## src/rtl/accu_pkg.sv

```systemverilog
// Shared types and helpers for the accumulator arbiter: defaults, FSM states
// and the round-robin winner search.
package accu_pkg;

    localparam int BURST_DEF = 4;
    localparam int RES_W_DEF = 10;
    localparam int MAX_REQ   = 8;
    localparam int RR_W      = 3;

    typedef enum logic {
        ST_IDLE = 1'b0,
        ST_LOCK = 1'b1
    } state_e;

    // First asserted valid searching upward from ptr+1 (mod n); ptr itself is checked last.
    function automatic logic [RR_W-1:0] rr_next(
        input logic [MAX_REQ-1:0] valid,
        input logic [RR_W-1:0]    ptr,
        input int                 n
    );
        logic [RR_W-1:0] win;
        logic            found;
        int              idx;
        win   = 3'd0;
        found = 1'b0;
        for (int i = 1; i <= MAX_REQ; i++) begin
            idx = (int'(ptr) + i) % n;
            if ((i <= n) && !found && valid[idx]) begin
                win   = RR_W'(idx);
                found = 1'b1;
            end else begin
                found = found;
            end
        end
        return win;
    endfunction

endpackage

```

## src/rtl/accu_tag_fifo.sv

```systemverilog
// Owner-tag FIFO: records which requester owns each group still awaiting
// its accumulator result. DEPTH must be a power of two, at least 2.
module accu_tag_fifo #(
    parameter int ID_W  = 2,
    parameter int DEPTH = 2,
    localparam int AW   = $clog2(DEPTH),
    localparam int CW   = AW + 1
) (
    input  logic            clk,
    input  logic            rst_n,
    input  logic            push,
    input  logic [ID_W-1:0] din,
    input  logic            pop,
    output logic [ID_W-1:0] head,
    output logic [CW-1:0]   count,
    output logic            full,
    output logic            empty
);

    logic [ID_W-1:0] mem_q [DEPTH];
    logic [ID_W-1:0] mem_d [DEPTH];
    logic [AW-1:0]   wr_q, wr_d;
    logic [AW-1:0]   rd_q, rd_d;
    logic [CW-1:0]   cnt_q, cnt_d;

    // Next-state for storage, pointers and occupancy; pointers wrap naturally.
    always_comb begin
        mem_d = mem_q;
        wr_d  = wr_q;
        rd_d  = rd_q;
        cnt_d = cnt_q;
        if (push) begin
            mem_d[wr_q] = din;
            wr_d        = wr_q + AW'(1'b1);
        end else begin
            wr_d = wr_q;
        end
        if (pop) begin
            rd_d = rd_q + AW'(1'b1);
        end else begin
            rd_d = rd_q;
        end
        case ({push, pop})
            2'b10:   cnt_d = cnt_q + CW'(1'b1);
            2'b01:   cnt_d = cnt_q - CW'(1'b1);
            default: cnt_d = cnt_q;
        endcase
    end

    // State registers.
    always_ff @(posedge clk or negedge rst_n) begin
        if (!rst_n) begin
            mem_q <= '{default: '0};
            wr_q  <= '0;
            rd_q  <= '0;
            cnt_q <= '0;
        end else begin
            mem_q <= mem_d;
            wr_q  <= wr_d;
            rd_q  <= rd_d;
            cnt_q <= cnt_d;
        end
    end

    assign head  = mem_q[rd_q];
    assign count = cnt_q;
    assign full  = (cnt_q == CW'(DEPTH));
    assign empty = (cnt_q == '0);

endmodule

```

## src/rtl/accu_arbiter.sv

```systemverilog
// Shares one BURST-beat accumulator between N_REQ requesters: whole groups are
// granted round-robin and each result comes back tagged with its owner.
module accu_arbiter
    import accu_pkg::*;
#(
    parameter int N_REQ     = 4,
    parameter int DATA_W    = 8,
    parameter int RES_W     = RES_W_DEF,
    parameter int BURST     = BURST_DEF,
    parameter int TAG_DEPTH = 2,
    localparam int ID_W     = $clog2(N_REQ)
) (
    input  logic                    clk,
    input  logic                    rst_n,
    input  logic [N_REQ-1:0]        req_valid,
    output logic [N_REQ-1:0]        req_ready,
    input  logic [N_REQ*DATA_W-1:0] req_data,
    output logic                    acc_valid,
    input  logic                    acc_ready,
    output logic [DATA_W-1:0]       acc_data,
    input  logic                    res_in_valid,
    output logic                    res_in_ready,
    input  logic [RES_W-1:0]        res_in_data,
    output logic                    res_out_valid,
    input  logic                    res_out_ready,
    output logic [RES_W-1:0]        res_out_data,
    output logic [ID_W-1:0]         res_out_id,
    output logic                    busy,
    output logic                    err_orphan
);

    localparam int CNT_W = $clog2(BURST);
    localparam int TC_W  = $clog2(TAG_DEPTH) + 1;
    localparam logic [CNT_W-1:0] LAST_BEAT = CNT_W'(BURST - 1);

    state_e             state_q, state_d;
    logic [ID_W-1:0]    gnt_q, gnt_d;
    logic [ID_W-1:0]    ptr_q, ptr_d;
    logic [CNT_W-1:0]   cnt_q, cnt_d;
    logic               err_orphan_q, err_orphan_d;

    logic [MAX_REQ-1:0] valid_pad_s;
    logic [RR_W-1:0]    win_s;
    logic               sel_valid_s;
    logic [DATA_W-1:0]  sel_data_s;
    logic               push_s;
    logic               pop_s;
    logic [ID_W-1:0]    tag_head_s;
    logic [TC_W-1:0]    tag_count_s;
    logic               tag_full_s;
    logic               tag_empty_s;
    logic               tag_avail_s;

    // Widen the request vector so the shared round-robin helper sees a fixed width.
    always_comb begin
        valid_pad_s              = '0;
        valid_pad_s[N_REQ-1:0]   = req_valid;
        win_s                    = rr_next(valid_pad_s, RR_W'(ptr_q), N_REQ);
        sel_valid_s              = req_valid[gnt_q];
        sel_data_s               = req_data[int'(gnt_q)*DATA_W +: DATA_W];
    end

    // FSM next-state and the locked-group pass-through to the accumulator.
    always_comb begin
        state_d   = state_q;
        gnt_d     = gnt_q;
        ptr_d     = ptr_q;
        cnt_d     = cnt_q;
        push_s    = 1'b0;
        acc_valid = 1'b0;
        acc_data  = '0;
        req_ready = '0;
        case (state_q)
            ST_IDLE: begin
                if ((|req_valid) && !tag_full_s) begin
                    gnt_d   = ID_W'(win_s);
                    state_d = ST_LOCK;
                end else begin
                    state_d = ST_IDLE;
                end
            end
            ST_LOCK: begin
                acc_valid        = sel_valid_s;
                acc_data         = sel_data_s;
                req_ready[gnt_q] = acc_ready;
                // The grant is held through owner stalls; only the last beat releases it.
                if (sel_valid_s && acc_ready) begin
                    if (cnt_q == LAST_BEAT) begin
                        push_s  = 1'b1;
                        ptr_d   = gnt_q;
                        cnt_d   = '0;
                        state_d = ST_IDLE;
                    end else begin
                        cnt_d = cnt_q + CNT_W'(1'b1);
                    end
                end else begin
                    cnt_d = cnt_q;
                end
            end
            default: begin
                state_d = ST_IDLE;
                cnt_d   = '0;
            end
        endcase
    end

    // Result path is combinational; a result with no outstanding tag is refused.
    always_comb begin
        tag_avail_s   = (tag_count_s != '0);
        res_out_valid = res_in_valid && tag_avail_s;
        res_in_ready  = res_out_ready && tag_avail_s;
        pop_s         = res_in_valid && res_in_ready;
        res_out_data  = res_in_data;
        res_out_id    = tag_head_s;
        err_orphan_d  = err_orphan_q | (res_in_valid & tag_empty_s);
    end

    // State registers; the pointer starts at N_REQ-1 so requester 0 wins first.
    always_ff @(posedge clk or negedge rst_n) begin
        if (!rst_n) begin
            state_q      <= ST_IDLE;
            gnt_q        <= '0;
            ptr_q        <= ID_W'(N_REQ - 1);
            cnt_q        <= '0;
            err_orphan_q <= 1'b0;
        end else begin
            state_q      <= state_d;
            gnt_q        <= gnt_d;
            ptr_q        <= ptr_d;
            cnt_q        <= cnt_d;
            err_orphan_q <= err_orphan_d;
        end
    end

    assign busy       = (state_q == ST_LOCK);
    assign err_orphan = err_orphan_q;

    accu_tag_fifo #(
        .ID_W  (ID_W),
        .DEPTH (TAG_DEPTH)
    ) u_tag_fifo (
        .clk   (clk),
        .rst_n (rst_n),
        .push  (push_s),
        .din   (gnt_q),
        .pop   (pop_s),
        .head  (tag_head_s),
        .count (tag_count_s),
        .full  (tag_full_s),
        .empty (tag_empty_s)
    );

endmodule

```

## config.mk

```make
export PLATFORM = sky130hd
export DESIGN_NAME = accu_arbiter
export DESIGN_NICKNAME = d
export VERILOG_FILES = /design/src/rtl/accu_pkg.sv /design/src/rtl/accu_tag_fifo.sv /design/src/rtl/accu_arbiter.sv
export SDC_FILE = /design/constraint.sdc
export NUM_CORES = 1
export LEC_CHECK = 0
export ABC_AREA = 1
export BUFFER_PORTS_ARGS = -buffer_cell sky130_fd_sc_hd__buf_2
export CAP_MARGIN = 15
export CELL_PAD_IN_SITES_DETAIL_PLACEMENT = 0
export CELL_PAD_IN_SITES_GLOBAL_PLACEMENT = 1
export CORE_MARGIN = 2
export CORE_UTILIZATION = 30
export CTS_CLUSTER_SIZE = 25
export DETAILED_ROUTE_END_ITERATION = 12
export GPL_TIMING_DRIVEN = 0
export HOLD_SLACK_MARGIN = 0.12
export MAX_ROUTING_LAYER = met4
export PLACE_DENSITY_LB_ADDON = 0.1
export SLEW_MARGIN = 40
export SYNTH_ARGS = -nofsm -noshare
export SYNTH_HDL_FRONTEND = slang
export SYNTH_SLANG_ARGS = --single-unit
```

## constraint.sdc

```tcl
create_clock -name clk -period 3.3 [get_ports clk]
set_input_delay 0.99 -clock clk [delete_from_list [all_inputs] [get_ports clk]]
set_output_delay 0.99 -clock clk [all_outputs]
set_load 0.02 [all_outputs]
```

Yosys cells after proc, flatten, opt, wreduce, memory -nomap -nowiden
Index checks and enable logic that the tools add are counted.
Word-level totals
  logic and storage cells: 109
  register bits after elaboration: 16
  output and inout port bits: 29
  bits of input ports: 51
Operators by class
  equality and inequality tests: 4
  add/subtract/negate cells: 9
  bitwise logic cells: 10
  shifts and indexed selects: 1
  reduce and logical (&&, ||, !) cells: 25
  $lt $le $gt $ge: 9
  multiplexer cells: 41
Operators with widths (count)
  variable part select 32 x 6 -> 8 bit: 1
  less-than comparator 3 x 5 -> 1 bit, second input constant: 4
  two-way mux 1 bit: 20
  two-way mux 2 bit: 9
  binary-select mux 1 bit (select 3 bit): 4
  logical AND 1 bit: 10
  adder 2 x 1 -> 2 bit, second input constant: 4
  two-way mux 8 bit: 1
  OR reduction 2 bit: 4
  equality test 2 bit, second input constant: 3
  adder 2 bit, second input constant: 2
  AND 1 bit, first input constant: 4
  AND 4 bit: 1
  bitwise mux 4 bit: 1
  >= comparator 2 bit, second input constant: 2
  logical NOT 1 bit: 4
  two-way mux 4 bit: 1
  inverter 1 -> 2 bit: 2
  case mux 2 bit (2 select lines): 1
  AND reduction 2 bit: 2
  nonzero test 2 bit: 2
  OR reduction 4 bit: 1
  less-than comparator 2 x 3 -> 1 bit, second input constant: 1
  AND reduction 3 bit: 1
  13 further kinds: 14

Longest topological paths before layout
Gate-level depths: netlist (run 1).
  depth after elaboration: 16
  gate-level depth with buffers: 11
  mapped depth without buffers: 11

Hierarchy
From an unflattened synthesis (run 1), not the netlist that was laid out.
Second synthesis, totals
  cells, all modules: 199
  area total of the unflattened synthesis: 1333.8 um2
Modules (own cells, without submodules)
  accu_arbiter: seq. area each 202.7 um2, times used 1, cells an instance 155, area each 955.9 um2
  accu_tag_fifo: seq. area each 200.2 um2, times used 1, cells an instance 44, area each 377.9 um2

Least setup slack after synthesis (run 1)
OpenSTA, ideal clock, no wires.
  path kind: input-to-output
  start point: in req_valid[1]
  end point: out acc_valid
  arrival: 1.613 ns
  stages on the path: 4
  setup slack: 0.697 ns
  path buffers: 0
  cells stage by stage: inv_1 > o22ai_2 > nor2_4 > nor2_1
On the way
  cells in the longest elaborated chain, start to end: 3
Ends and longest elaborated chain
  start: declaration: line accu_arbiter.sv:15  | input logic [N_REQ-1:0] req_valid,
  binary-select mux 1 bit (select 2 bit): line accu_arbiter.sv:59  | sel_valid_s = req_valid[gnt_q];
  two-way mux 1 bit (implied by the code): line accu_arbiter.sv:59
  two-way mux 1 bit: line accu_arbiter.sv:73  | case (state_q)
  end: declaration: line accu_arbiter.sv:18  | output logic acc_valid,
Every way passes these cells. The select of a mux whose other input is x is not followed.

Worst setup path after layout (run 1)
Same ends and word-level chain as after synthesis.

==> summary.txt, run 1 <==
Synthesis
  • Sequential share of the synthesized area: roughly 29%
  • #FFs+latches synth: 16
  • Top cell type's share of synthesized area: ~25%
  • Asr flop ratio synth: between 90% and 100%
  • Synth Instances: around 200
  • Count leader, synth: nand2_1
  • Syn nets: ~250
  • Synth top cells by count: nand2_1, nand3_1, inv_1
  • Post-Syn Area: ~1400 µm²
  • Avg Synthesized Cell Area: roughly 6.9 µm²
  • Synth cell types: 31
  • Top cell type by total area after synthesis: dfrtp_1
  • Synth warn: 0
  • Post-synth EDFFs: 0
  • Synth top area cells: dfrtp_1, nand2_1, nand3_1
  • Predominant post-synthesis flop cell: dfrtp_1

Global route
  • Vias in the first global route: around 1.5k
  • First-pass GRT wire length: between 6000 and 7000 µm
  • Number of antenna violations at the first check in global routing: 0
  • Grt total ovfl: 0
  • Gr usage total: roughly 16%
  • Largest net degree at the start of global routing: 17

Cells and area
  • Ant diodes: 0
  • Layout area overhead: 33.5%
  • Proportion of layout cells with a drive suffix above 1: 36.9%
  • Nets: about 330
  • Final std cells w/o fill: between 300 and 400

Routing
  • Starting DRC count in detailed routing: around 110
  • Remaining antenna violation count: 0
  • Pre-antenna DRT Iters: 4
  • Via Count: approximately 1.6k
  • Routed length per instance: between 10 and 15 µm
  • DR vias/cell: between 4 and 5
  • Final WL: about 4100 µm
  • DRC errors left: 0

Setup path
  • CP Capture Type: primary output
  • CP Launch Type: primary input
  • FF-to-FF path depth: 11
  • Worst setup path class: primary input to primary output
  • R2R setup slack: ~1.2 ns
  • Worst Path Required: about 2.3 ns
  • Critical path fanouts, max: 3
  • CP arrival: approximately 1.8 ns

CTS
  • Clock latency on the worst-skew pair: ~0.25 ns
  • Hold-fix buffers, CTS: 0
  • Post-CTS resize count: 0
  • Clock slew at reported path FFs: approximately 0.07 ns
  • Clock Sinks: 16
  • CTS root buffer: clkbuf_8
  • Post-CTS setup buffers: 0
  • CTS HTree Levels: 1
  • TritonCTS clock tree: yes
  • CTS Buffer Depth: 2
  • Num CTS Buffers: 3

STA
  • Fin crit period: between 2 and 3 ns
  • Worst-Margin Slew: 0.402 ns
  • Clk_skew: slightly below 0.004 ns
  • Max_slew headroom: 73.2%
  • Max Clk Rate: ~360 MHz
  • Final worst-path cycle share: a little over four fifths
  • Final setup viols: 0
  • Final Hold Vio Count: 0
  • Slew Viols, Final: 0
  • RSZ-0062 raised after global routing: false
  • Final worst slack: around 0.53 ns
  • Total negative slack: 0 ns

Placement
  • Gpl congestion: 0.736
  • Port Buffer Count: 69
  • Post-DP HPWL: around 3200 µm
  • Post-Place Setup Slack: approximately 0.53 ns
  • Post-Place Cells: approximately 320

Floorplanning
  • Rows: 24
  • Starting Density: 31.5%
  • IO Count: 80
  • Core area: 4410 µm²
  • Die Y: 72.1 µm
  • Die footprint: approximately 5200 µm²
  • Horiz. Die Dim: just over 70 µm

Run
  • Max-cap violations: 0

Pwr
  • Lkg Pwr: 1.03 nW
  • Pwr dens: around 860 nW/µm²
  • Peak supply drop: 456 µV

Worst hold path
  • Class of the worst hold path: flip-flop to flip-flop
  • Worst hold path stage count: 1

Run status
  • Status: complete, no violations
area by class of cell:
| type | instances | area, µm² |
|---|---|---|
| multi-input combinational | 149 | 791 |
| inverter | 21 | 78.8 |
| buffer | 15 | 118 |
| fill | 475 | 2560 |
| clock buffer | 4 | 55.1 |
| tap | 52 | 65.1 |
| timing repair buffer | 69 | 345 |
| sequential | 16 | 403 |
kinds of logic after synthesis:
kind of cell | share of synthesized area [%]
buf+inv | 14.1
compound gates | 15.3
fa+ha+maj | 1.80
simple gates | 37.9
xor+xnor | 1.89
flops | 29.0
final timing paths:
path,from,endpoint
min reg2reg,err_orphan$_DFF_PN0_,err_orphan$_DFF_PN0_
max,req_valid[1],acc_valid
max in group asynchronous,rst_n,ptr_q[0]$_DFFE_PN1P_
min in group asynchronous,rst_n,busy$_DFF_PN0_
max reg2reg,gnt_q[0]$_DFFE_PN0P_,u_tag_fifo.count[1]$_DFFE_PN0P_
min,err_orphan$_DFF_PN0_,err_orphan$_DFF_PN0_
report_power, final:
part | switching, W | leakage [nW] | internal (W)
sequential | 0.0000727 | 0.185 | 0.000292
clock | 0.0000730 | 0.0288 | 0.000106
combinational | 0.000681 | 0.813 | 0.000380
layout by cell type, fill, tap and decap left out, types with 2 or more instances in the layout:
cell type / instances
nand3_1: 23
o21a_1: 2
nand4_1: 4
a22oi_1: 8
nor2_1: 11
o21ai_1: 3
buf_2: 70
nor2_4: 4
o21ai_0: 4
ha_1: 2
buf_4: 11
clkbuf_8: 4
a31oi_1: 8
nand2_1: 68
inv_2: 2
dfstp_2: 2
dfrtp_1: 14
xor2_1: 2
buf_6: 2
inv_1: 18
metal layers:
| layer | global-route usage, % | vias up | routed length, µm |
|---|---|---|---|
| met5 | - | - | 0 |
| met4 | 1.26 | 0 | 32 |
| met3 | 3.61 | 4 | 193 |
| met2 | 28.0 | 41 | 2080 |
| met1 | 20.2 | 712 | 1790 |
| li1 | - | 796 | - |
state kept, by name (all words and copies together) (netlist names):
name and flops:
busy 1, u_tag_fifo.wr_q 1, err_orphan 1, u_tag_fifo.mem_q 4, u_tag_fifo.rd_q 1, cnt_q 2, ptr_q 2, gnt_q 2
u_tag_fifo.count 2
stage by stage:
| stage | power [W] | cell area [µm²] | util, % | hold slack (ns) |
|---|---|---|---|---|
| floorplan | 0.00115 | 1390 | - | 0.449 |
| global placement | 0.00144 | 1800 | 40.8 | 0.443 |
| detailed placement | 0.00144 | 1800 | 40.8 | 0.443 |
| CTS | 0.00163 | 1860 | 42.0 | 0.466 |
| global route | 0.00176 | 1860 | 42.0 | 0.508 |
| finish | 0.00160 | 1860 | 42.0 | 0.463 |
worst max-delay path, stage by stage:
cell	delay [ns]
buf_2	0.10
inv_1	0.07
o22ai_2	0.23
nor2_4	0.07
nor2_1	0.12
buf_2	0.19
Note: power is estimated with default switching activity, not from simulation.
==> run 2: changes to the inputs <==
--- a/config.mk
+++ b/config.mk
@@ -5,13 +5,13 @@
 export SDC_FILE = /design/constraint.sdc
 export NUM_CORES = 1
 export LEC_CHECK = 0
-export ABC_AREA = 1
+export ABC_AREA = 0
 export BUFFER_PORTS_ARGS = -buffer_cell sky130_fd_sc_hd__buf_2
 export CAP_MARGIN = 15
 export CELL_PAD_IN_SITES_DETAIL_PLACEMENT = 0
 export CELL_PAD_IN_SITES_GLOBAL_PLACEMENT = 1
 export CORE_MARGIN = 2
-export CORE_UTILIZATION = 30
+export CORE_UTILIZATION = 27
 export CTS_CLUSTER_SIZE = 25
 export DETAILED_ROUTE_END_ITERATION = 12
 export GPL_TIMING_DRIVEN = 0
==> constraint.sdc (replaced) <==
create_clock -name clk -period 2.5 [get_ports clk]
set_input_delay 0.75 -clock clk [delete_from_list [all_inputs] [get_ports clk]]
set_output_delay 0.75 -clock clk [all_outputs]
set_load 0.02 [all_outputs]
==> summary.txt, run 2 <==
STA
  • Clk_skew: 0.00175 ns (was 0.00388 ns)
  • Final Hold Vio Count: 0 (unchanged)
  • Total negative slack: 0 ns (unchanged)
  • Max_slew headroom: 67.9% (was 73.2%)
  • Max Clk Rate: 414 MHz
  • Final worst-path cycle share: between 90% and 100%
  • RSZ-0062 raised after global routing: false (unchanged)
  • Slew Viols, Final: 0 (unchanged)
  • Hold WS: 0.408 ns (was 0.463 ns)
  • Fin crit period: about 2.4 ns
  • Final setup viols: 0 (unchanged)
  • Worst-Margin Slew: 0.478 ns (was 0.402 ns)

Setup path
  • Critical path cell sequence: buf_2 > mux2i_2 > mux2i_1 > and2_1 > buf_2 (was buf_2 > inv_1 > o22ai_2 > nor2_4 > nor2_1 > buf_2)
  • R2R setup slack: 0.63 ns (was 1.18 ns)
  • CP Launch Type: primary input (unchanged)
  • Most used cell, CP: buf_2 (unchanged)
  • Critical path fanouts, max: 6 (was 3)
  • WP buf/inv: 2 (was 3)
  • Worst Path Required: 1.75 ns (was 2.31 ns)
  • CP Capture Type: primary output (unchanged)
  • Crit path depth: 5 (was 6)
  • Critical-path top delay cell: mux2i_2 (was o22ai_2)
  • FF-to-FF path depth: 7 (was 11)
  • Worst setup path class: primary input to primary output (unchanged)
  • Critical path's top delay family: multiplexers (was buffers and inverters)
  • CP arrival: 1.67 ns (was 1.78 ns)
  • Crit-path max cell delay: 0.29 ns (was 0.23 ns)

Pwr
  • Peak supply drop: 450 µV (was 456 µV)
  • Pwr dens: 1060 nW/µm² (was 865 nW/µm²)
  • Lkg Pwr: 0.836 nW (was 1.03 nW)

Synthesis
  • Mux cell area share after synthesis: 25.4% (was 0%)
  • #FFs+latches synth: 16 (unchanged)
  • Synth warn: 0 (unchanged)
  • Predominant post-synthesis flop cell: dfrtp_1 (unchanged)
  • Synth Area in XOR/XNOR: 3.48% (was 1.89%)
  • Synth cell types: 39 (was 31)
  • Asr flop ratio synth: 100% (unchanged)
  • Post-Syn Area: 1260 µm² (was 1390 µm²)
  • Largest family of logic cells by synthesized area: multiplexers (was simple AND/OR/NAND/NOR gates)
  • Top cell type by total area after synthesis: dfrtp_1 (unchanged)
  • Synth top cells by count: dfrtp_1, buf_4, and2_1, nor2_1, mux4_2 (was nand2_1, nand3_1, inv_1)
  • Top cell type's share of synthesized area: 27.8% (was 25.2%)
  • Synth Instances: 123 (was 201)
  • Synth top area cells: dfrtp_1, mux4_2, buf_4 (was dfrtp_1, nand2_1, nand3_1)
  • Count leader, synth: dfrtp_1 (was nand2_1)
  • Sequential share of the synthesized area: 32.0% (was 29.0%)
  • Synth Area in Adders: 1.99% (was 1.80%)
  • Synth Area in Simple Gates: 17.3% (was 37.9%)
  • Syn nets: 176 (was 254)
  • Synth Area in Compound Gates: 9.93% (was 15.3%)
  • Avg Synthesized Cell Area: 10.2 µm² (was 6.92 µm²)
  • Post-synth EDFFs: 0 (unchanged)

Routing
  • Starting DRC count in detailed routing: 13 (was 105)
  • DR vias/cell: 4.77 (was 4.76)
  • Remaining antenna violation count: 0 (unchanged)
  • Routed length per instance: 13.1 µm (was 12.6 µm)
  • Pre-antenna DRT Iters: 4 (unchanged)
  • Via Count: 1188 (was 1553)
  • Final WL: 3270 µm (was 4100 µm)
  • DRC errors left: 0 (unchanged)

Global route
  • GRT busiest layer: met2 (unchanged)
  • Number of antenna violations at the first check in global routing: 0 (unchanged)
  • Vias in the first global route: 1150 (was 1475)
  • First-pass GRT wire length: 5180 µm (was 6600 µm)
  • M1 GR Usage: 16.0% (was 20.2%)
  • M2 GR Usage: 21.5% (was 28.0%)
  • Grt total ovfl: 0 (unchanged)
  • Met3 Use GR: 2.08% (was 3.61%)
  • Largest net degree at the start of global routing: 17 (unchanged)
  • Gr usage total: 12.8% (was 16.2%)

CTS
  • Clock latency on the worst-skew pair: 0.24 ns (was 0.25 ns)
  • Clock slew at reported path FFs: 0.06 ns (was 0.07 ns)
  • CTS HTree Levels: 1 (unchanged)
  • Clock Sinks: 16 (unchanged)
  • CTS root buffer: clkbuf_8 (unchanged)
  • TritonCTS clock tree: yes (unchanged)
  • Num CTS Buffers: 3 (unchanged)
  • Hold-fix buffers, CTS: 0 (unchanged)
  • CTS Buffer Depth: 2 (unchanged)

Floorplanning
  • Die footprint: 5230 µm² (was 5190 µm²)
  • Horiz. Die Dim: 72.3 µm (was 72.1 µm)
  • IO Count: 80 (unchanged)
  • Starting Density: 28.5% (was 31.5%)
  • Core area: 4410 µm² (unchanged)
  • Rows: 24 (unchanged)
  • Die Y: 72.3 µm (was 72.1 µm)

Cells and area
  • Fillers: 456 (was 475)
  • Fin util: 39.5% (was 42.0%)
  • Nets: 251 (was 328)
  • Most frequent cells in the layout: buf_2, buf_4, dfrtp_1 (was buf_2, nand2_1, nand3_1)
  • Proportion of layout cells with a drive suffix above 1: 55.3% (was 36.9%)
  • Fin area: 1740 µm² (was 1860 µm²)
  • Commonest non-fill, non-tap cell in the layout: buf_2 (unchanged)
  • Ant diodes: 0 (unchanged)
  • Max reg flops: 4 (unchanged)
  • Layout area overhead: 38.2% (was 33.5%)
  • Reg with most FFs: u_tag_fifo.mem_q (unchanged)

Placement
  • Port Buffer Count: 68 (was 69)
  • Post-DP HPWL: 2710 µm (was 3240 µm)
  • Gpl congestion: 0.700 (was 0.736)
  • Post-DP Area: 1670 µm² (was 1800 µm²)

Worst hold path
  • Class of the worst hold path: primary input to asynchronous set/reset pin (was flip-flop to flip-flop)

Run status
  • Status: complete, no violations (unchanged)

Run
  • Max-cap violations: 0 (unchanged)
[run 2: cell types whose count changed after synthesis, moves of 7 or more]
| cell | before | now |
|---|---|---|
| nand3_1 | 23 | 3 |
| nand2_1 | 68 | 5 |
| and2_1 | 0 | 10 |
| a22oi_1 | 8 | 0 |
| mux4_2 | 0 | 8 |
| a31oi_1 | 8 | 1 |
| inv_1 | 18 | 4 |
[run 2: cell families (layout without fill, tap and decap cells)]
group / after synthesis / in the layout
simple gates: 39 / 39
flops: 16 / 16
xor+xnor: 5 / 5
compound gates: 20 / 20
buf+inv: 21 / 95
fa+ha+maj: 2 / 2
mux: 20 / 20
[run 2: final timing paths]
kind / endpoint / start
worst min-delay path: u_tag_fifo.rd_q$_DFFE_PN0P_ / rst_n
max in group asynchronous: ptr_q[0]$_DFFE_PN1P_ / rst_n
worst max register to register: u_tag_fifo.count[1]$_DFFE_PN0P_ / cnt_q[0]$_DFFE_PN0P_
min in group clk: err_orphan$_DFF_PN0_ / err_orphan$_DFF_PN0_
worst max-delay path: acc_valid / req_valid[2]
worst min register to register: err_orphan$_DFF_PN0_ / err_orphan$_DFF_PN0_
[run 2: per-stage QoR]
stage | std cells | setup WS (ns) | total power [W]
5_1_grt | 249 | 0.00108 | 0.00200
6_report | 249 | 0.0817 | 0.00185
3_3_place_gp | 243 | 0.0632 | 0.00159
2_1_floorplan | 123 | 0.262 | 0.00131
4_1_cts | 247 | 0.0154 | 0.00186
3_5_place_dp | 243 | 0.0614 | 0.00162
[run 2: power breakdown]
part	internal, W	switching [W]	total, W	leakage, nW
Sequential	0.000380	0.000102	0.000482	0.174
Clock	0.000139	0.0000807	0.000220	0.0288
Combinational	0.000540	0.000609	0.00115	0.633
[run 2: area by class of cell]
type / instances / area [µm²] / share of cell area, %
well taps: 52 / 65.1 / 3.74
repair buffers: 70 / 355 / 20.4
inverters: 5 / 18.8 / 1.08
clock buffers: 4 / 55.1 / 3.16
multi-input cells: 86 / 732 / 42.0
plain buffers: 16 / 111 / 6.39
flip-flops and latches: 16 / 404 / 23.2
[run 2: layer usage]
layer / wire [µm] / share of wire, % / vias to the layer above
met3: 366 / 11 / 2
met2: 1480 / 45 / 64
met4: 14 / 0.43 / 0
met1: 1420 / 43 / 545
li1: - / - / 577
met5: 0 / 0 / -
[run 2: what timing repair did]
action                                  CTS  global route
gates resized for setup                   3             1
endpoints found under the setup margin    6             6
buffers inserted                          0             2
==> run 3: changes to the inputs <==
--- a/config.mk
+++ b/config.mk
@@ -10,6 +10,7 @@
 export CAP_MARGIN = 15
 export CELL_PAD_IN_SITES_DETAIL_PLACEMENT = 0
 export CELL_PAD_IN_SITES_GLOBAL_PLACEMENT = 1
+export CORE_ASPECT_RATIO = 0.75
 export CORE_MARGIN = 2
 export CORE_UTILIZATION = 27
 export CTS_CLUSTER_SIZE = 25
@@ -17,7 +18,7 @@
 export GPL_TIMING_DRIVEN = 0
 export HOLD_SLACK_MARGIN = 0.12
 export MAX_ROUTING_LAYER = met4
-export PLACE_DENSITY_LB_ADDON = 0.1
+export PLACE_DENSITY = 0.78
 export SLEW_MARGIN = 40
 export SYNTH_ARGS = -nofsm -noshare
 export SYNTH_HDL_FRONTEND = slang
==> summary.txt, run 3 (same netlist as run 2, synthesis figures left out) <==
Floorplanning
  • Rows: 21 (was 24)
  • IO Count: 80 (unchanged)
  • Core area: 4470 µm² (was 4410 µm²)
  • Die footprint: 5230 µm² (about the same)
  • Die Y: 63.2 µm (was 72.3 µm)
  • Horiz. Die Dim: 82.9 µm (was 72.3 µm)
  • Starting Density: 28.2% (was 28.5%)

Routing
  • Pre-antenna DRT Iters: 4 (unchanged)
  • DRC errors left: 0 (unchanged)
  • Final WL: 3050 µm (was 3270 µm)
  • Via Count: 1184 (was 1188)
  • Remaining antenna violation count: 0 (unchanged)
  • Starting DRC count in detailed routing: 38 (was 13)
  • Routed length per instance: 12.0 µm (was 13.1 µm)
  • DR vias/cell: 4.66 (was 4.77)

CTS
  • Clock slew at reported path FFs: 0.06 ns (about the same)
  • Clock latency on the worst-skew pair: 0.25 ns (was 0.24 ns)
  • CTS Buffer Depth: 2 (unchanged)
  • Hold-fix buffers, CTS: 0 (unchanged)
  • CTS HTree Levels: 1 (unchanged)
  • Num CTS Buffers: 3 (unchanged)
  • Clock Sinks: 16 (unchanged)
  • TritonCTS clock tree: yes (unchanged)
  • CTS root buffer: clkbuf_8 (unchanged)

Cells and area
  • Proportion of layout cells with a drive suffix above 1: 55.3% (unchanged)
  • Layout area overhead: 38.7% (was 38.2%)
  • Reg with most FFs: u_tag_fifo.mem_q (unchanged)
  • Max reg flops: 4 (unchanged)
  • Nets: 251 (unchanged)
  • Most frequent cells in the layout: buf_2, buf_4, dfrtp_1 (unchanged)
  • Commonest non-fill, non-tap cell in the layout: buf_2 (unchanged)
  • Ant diodes: 0 (unchanged)

Global route
  • Vias in the first global route: 1085 (was 1150)
  • Largest net degree at the start of global routing: 17 (unchanged)
  • Grt total ovfl: 0 (unchanged)
  • First-pass GRT wire length: 5100 µm (was 5180 µm)
  • Gr usage total: 12.0% (was 12.8%)
  • Number of antenna violations at the first check in global routing: 0 (unchanged)

Run status
  • Status: complete, no violations (unchanged)

Setup path
  • CP arrival: 1.67 ns (about the same)
  • Worst setup path class: primary input to primary output (unchanged)
  • Most used cell, CP: buf_2 (unchanged)
  • CP Launch Type: primary input (unchanged)
  • CP Capture Type: primary output (unchanged)
  • Worst Path Required: 1.75 ns (about the same)
  • Critical-path top delay cell: mux2i_2 (unchanged)
  • Critical path fanouts, max: 8 (was 6)
  • Critical path cell sequence: buf_2 > mux2i_2 > mux2i_1 > and2_1 > buf_2 (unchanged)
  • Crit-path max cell delay: 0.29 ns (about the same)

Placement
  • Post-DP HPWL: 2540 µm (was 2710 µm)
  • Gpl congestion: 0.797 (was 0.700)
  • Port Buffer Count: 68 (unchanged)

STA
  • RSZ-0062 raised after global routing: false (unchanged)
  • Max_slew headroom: 67.6% (was 67.9%)
  • Final Hold Vio Count: 0 (unchanged)
  • Final worst-path cycle share: 96.6% (was 96.7%)
  • Max Clk Rate: 414 MHz (about the same)
  • Worst-Margin Slew: 0.483 ns (was 0.478 ns)
  • Total negative slack: 0 ns (unchanged)
  • Final setup viols: 0 (unchanged)
  • Clk_skew: 0.00386 ns (was 0.00175 ns)
  • Slew Viols, Final: 0 (unchanged)
  • Fin crit period: 2.42 ns (about the same)

Pwr
  • Peak supply drop: 520 µV (was 450 µV)
  • Total power: 0.00185 W (about the same)
  • Lkg Pwr: 0.836 nW (about the same)
  • Pwr dens: 1060 nW/µm² (about the same)

Run
  • Max-cap violations: 0 (unchanged)

Worst hold path
  • Class of the worst hold path: primary input to asynchronous set/reset pin (unchanged)
==> run 3: cell types whose count changed in the layout (fill, tap and decap cells not counted), sizes merged <==
cell    delta
clkbuf     +1
buf        -1
==> run 3: through the flow <==
| stage | setup slack [ns] | utilization, % | instance area (µm²) | hold slack (ns) | instances |
|---|---|---|---|---|---|
| CTS | 0.0331 | 38.8 | 1730 | 0.417 | 252 |
| detailed placement | 0.0762 | 37.4 | 1670 | 0.439 | 248 |
| floorplan | 0.262 | - | 1260 | 0.454 | 123 |
| global route | 0.00568 | 39.1 | 1750 | 0.425 | 254 |
| global placement | 0.0996 | 37.4 | 1670 | 0.440 | 248 |
| finish | 0.0845 | 39.1 | 1750 | 0.409 | 254 |
==> run 3: timing repair <==
| action | CTS | global route |
|---|---|---|
| pin swaps | 0 | 0 |
| gates resized for setup | 3 | 0 |
| endpoints found under the setup margin | 6 | 6 |
| buffers inserted | 0 | 2 |
==> run 3: routing by layer <==
metal	share of wire (%)	routed length, µm	track usage (%)	up-vias
li1	-	-	-	579
met1	49	1480	16.6	541
met2	42	1280	17.7	64
met3	9.4	287	4.59	0
met4	0	0	0	0
met5	0	0	-	-
==> run 3: where the power goes <==
group / switching (W) / leakage [nW] / internal, W
sequential: 0.000105 / 0.174 / 0.000380
clock: 0.0000844 / 0.0288 / 0.000140
combinational: 0.000597 / 0.634 / 0.000540
total: 0.000787 / 0.836 / 0.00106
==> run 3: critical path: cells and delay by family <==
| kind | cells | cell delay (ns) |
|---|---|---|
| buffers and inverters | 2 | 0.29 |
| and+or+nand+nor | 1 | 0.18 |
| muxes | 2 | 0.45 |
==> run 3: area by class of cell <==
class                           count  area, µm²
Buffer                             16        111
Clock buffer                        4       55.1
Sequential cell                    16        404
Multi-Input combinational cell     86        732
Fill cell                         452       2720
Timing Repair Buffer               70        355
Tap cell                           57       71.3
Inverter                            5       18.8
==> run 3: path summary, 6_finish.rpt <==
check / start / cells after the start / slack (ns) / end
max: req_valid[3] / 5 / 0.08 / acc_valid
min: rst_n / 1 / 0.41 / u_tag_fifo.wr_q$_DFFE_PN0N_
max in group asynchronous: rst_n / 1 / 1.79 / ptr_q[0]$_DFFE_PN1P_
max reg2reg: cnt_q[0]$_DFFE_PN0P_ / 7 / 0.60 / u_tag_fifo.count[1]$_DFFE_PN0P_
min reg2reg: err_orphan$_DFF_PN0_ / 1 / 0.45 / err_orphan$_DFF_PN0_
min in group clk: err_orphan$_DFF_PN0_ / 1 / 0.45 / err_orphan$_DFF_PN0_
